<file path="config.mk">
export PLATFORM = sky130hd
export DESIGN_NAME = multi_channel_debouncer
export DESIGN_NICKNAME = d
export VERILOG_FILES = /design/src/rtl/multi_channel_debouncer.sv
export SDC_FILE = /design/constraint.sdc
export NUM_CORES = 1
export LEC_CHECK = 0
export CORE_AREA = 3 3 48 93
export DETAILED_ROUTE_END_ITERATION = 12
export DIE_AREA = 0 0 51 96
export GPL_TIMING_DRIVEN = 0
export PLACE_DENSITY = 0.82
export SLEW_MARGIN = 15
export SYNTH_ARGS = -nofsm -noshare
export SYNTH_HDL_FRONTEND = slang
export SYNTH_SLANG_ARGS = --single-unit
</file>
<file path="constraint.sdc">
create_clock -name clk_i -period 3.4 [get_ports clk_i]
set_input_delay 1.02 -clock clk_i [delete_from_list [all_inputs] [get_ports clk_i]]
set_output_delay 1.02 -clock clk_i [all_outputs]
set_load 0.03 [all_outputs]
</file>
<file path="src/rtl/multi_channel_debouncer.sv">
`default_nettype none
// ============================================================================
// multi_channel_debouncer : N-channel switch debouncer, per-channel EARLY/LATE
// Rev 1.0
// ============================================================================
module multi_channel_debouncer #(
  parameter int N_CH          = 4,
  parameter int CLK_PERIOD_NS = 10,
  parameter int DELAY_NS      = 100,
  parameter int SYNC_STAGES   = 2
) (
  input  logic            clk_i,
  input  logic            rst_i,
  input  logic [N_CH-1:0] btn_i,
  input  logic [N_CH-1:0] mode_i,
  output logic [N_CH-1:0] debounced_o,
  output logic [N_CH-1:0] rise_o,
  output logic [N_CH-1:0] fall_o
);

  localparam int C_D  = DELAY_NS / CLK_PERIOD_NS;
  localparam int C_CW = (C_D < 1) ? 1 : $clog2(C_D + 1);
  localparam logic [C_CW-1:0] C_LOAD = (C_D < 1) ? '0 : C_CW'(C_D - 1);

  if (C_D < 1) begin : g_err_delay
    $error("multi_channel_debouncer: DELAY_NS/CLK_PERIOD_NS must be >= 1");
  end

  if (SYNC_STAGES < 0 || SYNC_STAGES > 3) begin : g_err_sync
    $error("multi_channel_debouncer: SYNC_STAGES must be 0..3");
  end

  typedef enum logic [1:0] {
    ST_LOW    = 2'd0,
    ST_W_RISE = 2'd1,
    ST_HIGH   = 2'd2,
    ST_W_FALL = 2'd3
  } state_t;

  for (genvar c = 0; c < N_CH; c++) begin : g_ch
    logic w_s;

    if (SYNC_STAGES == 0) begin : g_nosync
      assign w_s = btn_i[c];
    end else begin : g_sync
      logic [SYNC_STAGES-1:0] r_sync;
      always_ff @(posedge clk_i) begin
        if (rst_i) r_sync <= '0;
        else       r_sync <= (r_sync << 1) | SYNC_STAGES'(btn_i[c]);
      end
      assign w_s = r_sync[SYNC_STAGES-1];
    end

    state_t          r_state, w_state_nxt;
    logic [C_CW-1:0] r_cnt, w_cnt_nxt;
    logic            r_mode, w_mode_nxt;
    logic            r_deb, w_deb_nxt;
    logic            r_rise, r_fall;
    logic            w_cnt_zero;

    assign w_cnt_zero = (r_cnt == '0);

    always_ff @(posedge clk_i) begin
      if (rst_i) begin
        r_state <= ST_LOW;
        r_cnt   <= '0;
        r_mode  <= 1'b0;
        r_deb   <= 1'b0;
        r_rise  <= 1'b0;
        r_fall  <= 1'b0;
      end else begin
        r_state <= w_state_nxt;
        r_cnt   <= w_cnt_nxt;
        r_mode  <= w_mode_nxt;
        r_deb   <= w_deb_nxt;
        r_rise  <= w_deb_nxt & ~r_deb;
        r_fall  <= ~w_deb_nxt & r_deb;
      end
    end

    // Mode is only taken from mode_i in the stable states; a wait keeps the
    // mode it was entered with.
    always_comb begin
      w_state_nxt = r_state;
      w_cnt_nxt   = r_cnt;
      w_mode_nxt  = r_mode;
      case (r_state)
        ST_LOW: begin
          w_mode_nxt = mode_i[c];
          if (w_s) begin
            w_state_nxt = ST_W_RISE;
            w_cnt_nxt   = C_LOAD;
          end
        end
        ST_W_RISE: begin
          if (!r_mode && !w_s)  w_state_nxt = ST_LOW;
          else if (w_cnt_zero)  w_state_nxt = ST_HIGH;
          else                  w_cnt_nxt   = r_cnt - C_CW'(1);
        end
        ST_HIGH: begin
          w_mode_nxt = mode_i[c];
          if (!w_s) begin
            w_state_nxt = ST_W_FALL;
            w_cnt_nxt   = C_LOAD;
          end
        end
        ST_W_FALL: begin
          if (!r_mode && w_s)   w_state_nxt = ST_HIGH;
          else if (w_cnt_zero)  w_state_nxt = ST_LOW;
          else                  w_cnt_nxt   = r_cnt - C_CW'(1);
        end
        default: w_state_nxt = ST_LOW;
      endcase
      // EARLY shows the new level during its lockout; LATE holds the old one.
      w_deb_nxt = (w_state_nxt == ST_HIGH)
               || ((w_state_nxt == ST_W_RISE) &&  w_mode_nxt)
               || ((w_state_nxt == ST_W_FALL) && !w_mode_nxt);
    end

    assign debounced_o[c] = r_deb;
    assign rise_o[c]      = r_rise;
    assign fall_o[c]      = r_fall;
  end

endmodule
`default_nettype wire

</file>
# After elaboration in Yosys (flattened, before gate mapping)
# Index checks and enable logic that the tools add are counted.
[totals]
ff_bits = 48
wordCells = 200
output_inout_bits = 12
[classes]
n_bitwise = 20
n_eq_ne = 40
n_mux = 56
add_sub_neg = 4
n_reduce_logical = 52
[op_table]
columns = ["op", "count"]
rows = [
  ["$mux W4", 20],
  ["$pmux W4 S4", 4],
  ["$mux W2", 24],
  ["$eq A2 B2 Y1 const B", 16],
  ["$ne A2 B2 Y1 const B", 16],
  ["$pmux W2 S4", 4],
  ["$eq A2 B1 Y1 const B", 8],
  ["$logic_and A1 B1 Y1", 16],
  ["$logic_not A4 Y1", 4],
  ["$reduce_and A4 Y1", 4],
  ["$sub A4 B1 Y4 const B", 4],
  ["$logic_not A1 Y1", 12],
  ["$and A1 B1 Y1", 8],
  ["$logic_not A2 Y1", 4],
  ["$logic_or A1 B1 Y1", 8],
  ["$not A1 Y1", 8],
  ["$or A2 B1 Y2", 4],
  ["$reduce_or A2 Y1", 4],
  ["$mux W1", 4],
]

# Longest topological paths before layout
# Gate-level depths: netlist of run 1.
[logic_depth]
word_depth = 10
ltp_mapped = 6

# Worst setup path after synthesis of run 1
# Ideal clock, no wire load.
[synth_timing]
path_kind = "input-to-reg"
startpoint = "in rst_i"
endpoint = "reg g_ch[0].r_cnt[1]"
t_required_ns = 3.271
setup_ns = 0.129
stages = 3
t_arrival_ns = 1.663
path_slack_ns = 1.608
cell_sequence = "clkbuf_1 > buf_1 > o31ai_1"
[synth_rtl]
columns = ["item", "line", "rtl"]
rows = [
  ["start, declared", "13", "input logic rst_i,"],
  ["end signal, assigned", "73", "r_cnt <= w_cnt_nxt;"],
  ["end, declared", "55", "logic [C_CW-1:0] r_cnt, w_cnt_nxt;"],
]
# No word-level cell between the ends.

# Worst setup path in the final report of run 1
[layout_timing]
startpoint = "reg g_ch[3].r_deb"
endpoint = "out debounced_o[3]"
[layout_rtl]
columns = ["item", "line", "rtl"]
rows = [
  ["start, declared", "57", "logic r_deb, w_deb_nxt;"],
  ["start signal, assigned", "75", "r_deb <= w_deb_nxt;"],
  ["end, declared", "16", "output logic [N_CH-1:0] debounced_o,"],
]
# No word-level cell between the ends.

==> results.yml, run 1 <==
status:
  status: "finished, final reports clean"
clock_network:
  clockBufferDepth: 2
  cts.repair.resized: 0
  clock_sinks: 48
  clk-insertion-delay-late_ps: 300
  h-tree-depth: 2
  tritoncts: "done"
  clkSlewWorstSetupHoldPaths_ps: 90
  clock-root-buffer: "clkbuf_8"
  cts_made_buffers: 5
  cts_hold_buf: 0
  postCtsSetupBuffers: 0
timing:
  skew_ps: 8.44
  timing.final.crit_share_pct: 72.8
  grt_setup_unrepaired: "no"
  worst_pin_slew_ps: 665
  fin_crit_ps: 2480
  relSlewSlack_pct: 55.7
  slew_viol_final: 0
  max_freq_ghz: 0.404
  hold_viol_final: 0
  finalSetupTns_ps: 0
  setup_viol: 0
synth:
  ys_async_sr_fraction_pct: 0
  synth_seq_cells: 48
  syn-mean-instance-area_um2: 9.17
  ys_warn_count: 0
  synth_ff_type: "dfxtp_1"
  synth_fp_nets: 260
  synth_top_cell_by_area: "dfxtp_1"
  yosysSeqAreaShare_pct: 42.6
  syn_inst: 246
  netlist_area_um2: 2260
  synth_edf_count: 0
  synth_cell_type_count: 55
  synthTopCellsByArea: "dfxtp_1, buf_4, a21oi_1"
  yosysTopAreaCellShare_pct: 42.6
final_layout:
  seq_area_um2: 961
  fin_area_um2: 2690
  fin_nets: 288
  antenna_cells: 0
  syn2layout_area_growth_pct: 19.2
  drive_above_1_share_pct: 14.9
  multi_input_area_um2: 1110
  final.fill_count: 340
grt:
  grt-busiest-layer: "met2"
  grt_pass1_wl_mm: 7.80
  grt_use_met2_pct: 40.7
  antenna_found_initial: 0
  track_usage_pct: 21.0
  grt_max_degree: 16
  gr-total-overflow: 0
  use_met3_pct: 4.50
  grt_pass1_vias: 1844
  use_met1_pct: 18.9
placement:
  place_area_um2: 2530
  dp_hpwl_mm: 3.26
  gp_congestion: 0.796
  port_buffers: 21
route:
  vias: 1823
  drtIter0Drc: 34
  routed_wl_mm: 4.55
  wire_per_inst_um: 13.9
  postRouteAntennaNets: 0
  first_pass_iters: 4
  drc: 0
  viasPerCell: 5.59
die:
  core_area_um2: 3880
  dieArea_um2: 4900
  rows: 32
  die_h_um: 96
  fp.dieW_um: 51
  ios: 22
  initial_core_util_pct: 58.1
job:
  drv_cap: 0
worst_hold_path:
  hold_class: "flip-flop to flip-flop"
worst_setup_path:
  worstPathRequired_ps: 2380
  critPathCaptureType: "output port"
  cp-start-kind: "flip-flop"
  path_class: "flip-flop to output port"
  crit_fanout: 3
  critical-path-max-stage-delay_ps: 660
  path_cells: "buf_4, clkdlybuf4s50_1"
  critPathSlowestCell: "clkdlybuf4s50_1"
  arrival_ps: 1460
power_and_ir_drop:
  power.density_nw_per_um2: 509
  finalPower_mw: 1.37
  p_leak_nw: 1.09
  peakVddDrop_uv: 502
layer usage:
metal | up-vias | share of wire (%)
li1 | 902 | -
met3 | 11 | 2.9
met2 | 29 | 59
met5 | - | 0
met1 | 881 | 36
met4 | 0 | 2.4
path summary, 6_finish.rpt:
kind,from,end,slack (ps),depth (start not counted)
setup / recovery,g_ch[3].r_deb,debounced_o[3],920,2
hold / removal,g_ch[3].g_sync.r_sync[0],g_ch[3].g_sync.r_sync[1],450,1
setup reg to reg,g_ch[1].r_cnt[0],g_ch[1].r_fall,1740,6
hold reg to reg,g_ch[3].g_sync.r_sync[0],g_ch[3].g_sync.r_sync[1],450,1
cell usage in the layout, fill, tap and decap left out, drive strengths merged, types with 3 or more instances in the layout:
cell and instances:
nor3b 3, nand2 11, a211oi 7, nor2b 10
bufinv 3, nor3 6, xnor2 8, and3 3
ha 4, or3 6, o22ai 3, xor2 3
buf 18, and4bb 3, dfxtp 48, clkbuf 9
and2 4, o21ai 9, or2 5, nor2 18
a21oi 17, o211a 3, inv 13, clkdlybuf4s50 21
o211ai 3, nand2b 8
through the flow:
stage               instances  setup slack, ps  hold WS (ps)  util, %
floorplan                 246             1610           414        -
global placement          318              783           425     65.1
detailed placement        318              755           426     65.1
CTS                       326              901           449     69.2
global route              326              878           457     69.2
finish                    326              924           445     69.2
synthesized netlist by cell type, types with 2 or more instances:
cell,instances
xnor2_1,7
nor3b_1,3
or3_1,6
a211oi_2,3
ha_1,4
a21oi_1,17
nor3_1,6
nand4_1,2
inv_1,13
o22ai_1,3
nand2b_1,8
nand2_1,11
a21o_1,2
o211ai_1,3
and4bb_2,2
o21a_1,2
xor2_1,3
or2_2,5
and2_1,4
nor2_1,18
buf_4,14
and2b_1,2
o21ai_0,8
dfxtp_1,48
a2bb2oi_1,2
nor2b_1,10
o211a_1,3
and3_1,3
buf_2,3
clkbuf_1,3
a211oi_1,4
sequential cells by signal (all words and copies together), names as in the netlist:
signal,flops
g_ch.g_sync.r_sync,8
g_ch.r_deb,4
g_ch.r_rise,4
g_ch.r_cnt,16
g_ch.r_mode,4
g_ch.r_state,8
g_ch.r_fall,4
cell type report:
cell class	count	area share, %
Timing Repair Buffer	21	7.82
Clock buffer	5	2.56
Multi-Input combinational cell	163	41.1
Buffer	22	5.21
Clock inverter	3	3.35
Tap cell	51	2.37
Inverter	13	1.81
Sequential cell	48	35.7
worst max-delay path: cells and delay by family, from the launching register on:
family | cells | cell delay [ps]
DFF | 1 | 370
buffers and inverters | 2 | 780
logic make-up after synthesis:
| kind of cell | count (synthesis) | synth area share (%) |
|---|---|---|
| AND/OR/NAND/NOR | 87 | 23.0 |
| AO/OA/AOI/OAI | 60 | 18.7 |
| flip-flops | 48 | 42.6 |
| buffers and inverters | 35 | 8.37 |
| XOR/XNOR | 11 | 4.60 |
| adder cells (fa/ha/maj) | 4 | 2.22 |
| multiplexers | 1 | 0.444 |
power breakdown:
part / total (mW) / internal [mW] / switching, mW
Combinational: 0.192 / 0.0969 / 0.0951
Sequential: 0.619 / 0.593 / 0.0259
Clock: 0.557 / 0.368 / 0.190
No activity file was read; power rests on OpenSTA's default activity.
==> run 2: changes to the inputs <==
- CORE_AREA: 3 3 48 93 -> 3 3 52 101
- DIE_AREA: 0 0 51 96 -> 0 0 55 104
- PLACE_DENSITY: 0.82 -> 0.74
- clock period: 3.4 -> 2.1 ns (I/O delays scaled with it)
==> run 2 against run 1 <==
Compared with the run above: sequential power grew 62%; via count shrank 2.6%; sequential share of layout area grew 0.52 points; non-clock buffer count is the same.
==> results.yml, run 2 (synthesis results as in run 1) <==
power_and_ir_drop:
  peakVddDrop_uv: 594
  p_sw_share_pct: 25.0
  pwr-share-comb_pct: 15.6
  power.switching_mw: 0.489
  clockPowerShare_pct: 33.3
  p_leak_nw: 1.12
  power.density_nw_per_um2: 739
  p_seq_share_pct: 51.1
  internal_power_mw: 1.47
final_layout:
  largest_reg_flops: 16
  post-route-util_pct: 57.1
  syn2layout_area_growth_pct: 17.5
  top_register: "g_ch.r_cnt"
  antenna_cells: 0
  fin_nets: 288
  reg_top3: "g_ch.r_cnt: 16 flops, g_ch.g_sync.r_sync: 8 flops, g_ch.r_state: 8 flops"
  final_cell_mix: "dfxtp_1, nor2_1, clkdlybuf4s50_1"
  final.fill_count: 443
  drive_above_1_share_pct: 14.5
  final_common_cell: "dfxtp_1"
placement:
  gp_congestion: 0.848
  port_buffers: 21
  dp_hpwl_mm: 3.11
clock_network:
  clkSlewWorstSetupHoldPaths_ps: 90
  clock-root-buffer: "clkbuf_8"
  clock_sinks: 48
  tritoncts: "done"
  clockBufferDepth: 2
  cts.repair.resized: 0
  cts_hold_buf: 0
  clk-insertion-delay-late_ps: 300
  postCtsSetupBuffers: 0
  cts_made_buffers: 5
  h-tree-depth: 2
job:
  drv_cap: 0
timing:
  worst_pin_slew_ps: 547
  worst_hold_slack_ps: 441
  hold_viol_final: 0
  slew_viol_final: 0
  fin_crit_ps: 2040
  relSlewSlack_pct: 63.5
  max_freq_ghz: 0.491
  finalSetupTns_ps: 0
  skew_ps: 10.6
  setup_viol: 0
  grt_setup_unrepaired: "no"
  timing.final.crit_share_pct: 96.9
worst_setup_path:
  path_cells: "buf_4, clkdlybuf4s50_1"
  critPathCaptureType: "output port"
  path_class: "flip-flop to output port"
  arrival_ps: 1410
  critPathSlowestCell: "clkdlybuf4s50_1"
  crit_fanout: 3
  worstPathRequired_ps: 1470
  cp-start-kind: "flip-flop"
  critical-path-max-stage-delay_ps: 650
route:
  routed_wl_mm: 4.23
  vias: 1776
  drtIter0Drc: 30
  viasPerCell: 5.38
  postRouteAntennaNets: 0
  first_pass_iters: 5
  drc: 0
  wire_per_inst_um: 12.8
status:
  status: "finished, final reports clean"
grt:
  track_usage_pct: 17.1
  antenna_found_initial: 0
  gr-total-overflow: 0
  grt_pass1_vias: 1722
  grt_pass1_wl_mm: 7.36
  grt_max_degree: 15
die:
  initial_core_util_pct: 48.6
  rows: 35
  die_h_um: 104
  core_area_um2: 4640
  ios: 22
  fp.dieW_um: 55
  dieArea_um2: 5720
worst_hold_path:
  hold_class: "flip-flop to flip-flop"
==> run 2: cell types whose count changed in the layout (fill, tap and decap cells not counted) <==
cell             delta
dlymetal6s2s_1      +3
clkdlybuf4s50_1     -3
bufinv_16           -2
clkbuf_1            +1
clkinv_2            +1
==> run 2: cell type report <==
type                    count  area (um^2)  area share, %
inverters                  13         48.8           1.84
well taps                  55         68.8           2.60
repair buffers             21          218           8.22
clock inverters             2         35.0           1.32
clock buffers               6         72.6           2.74
multi-input cells         163         1110           41.7
plain buffers              22          140           5.29
flip-flops and latches     48          961           36.3
==> run 2: path summary, 6_finish.rpt <==
| kind | to | cells past startpoint | slack (ps) | startpoint |
|---|---|---|---|---|
| max reg2reg | g_ch[1].r_fall | 6 | 450 | g_ch[1].r_cnt[0] |
| max | debounced_o[1] | 2 | 60 | g_ch[1].r_deb |
| min reg2reg | g_ch[1].r_rise | 1 | 440 | g_ch[1].r_deb |
| min | g_ch[1].r_rise | 1 | 440 | g_ch[1].r_deb |
==> run 2: critical path: cells and delay by family, from the launching register on <==
kind,cells,cell delay (ps)
buf+inv,2,750
flops,1,350
==> run 2: power groups by stage <==
stage | registers, mW | logic, mW | clock network (mW)
floorplan | 1.01 | 0.234 | 0
global placement | 1.02 | 0.300 | 0
detailed placement | 1.02 | 0.306 | 0
CTS | 1.00 | 0.308 | 0.672
global route | 1.01 | 0.342 | 0.704
finish | 1.00 | 0.305 | 0.653
==> run 2: metrics by stage <==
stage | power (mW) | instance area, um^2 | setup WS [ps] | cells
2_1_floorplan | 1.24 | 2260 | 577 | 246
3_3_place_gp | 1.32 | 2530 | -86.6 | 322
3_5_place_dp | 1.33 | 2530 | -64.4 | 322
4_1_cts | 1.98 | 2640 | 24.9 | 330
5_1_grt | 2.05 | 2650 | 25.5 | 330
6_report | 1.96 | 2650 | 64.3 | 330
==> run 2: per-layer routing <==
layer	up-vias	global-route usage, %	share of wire (%)
met3	15	3.01	2.8
li1	898	-	-
met4	0	8.70	3.5
met2	32	29.7	55
met5	-	0	0
met1	831	18.2	39
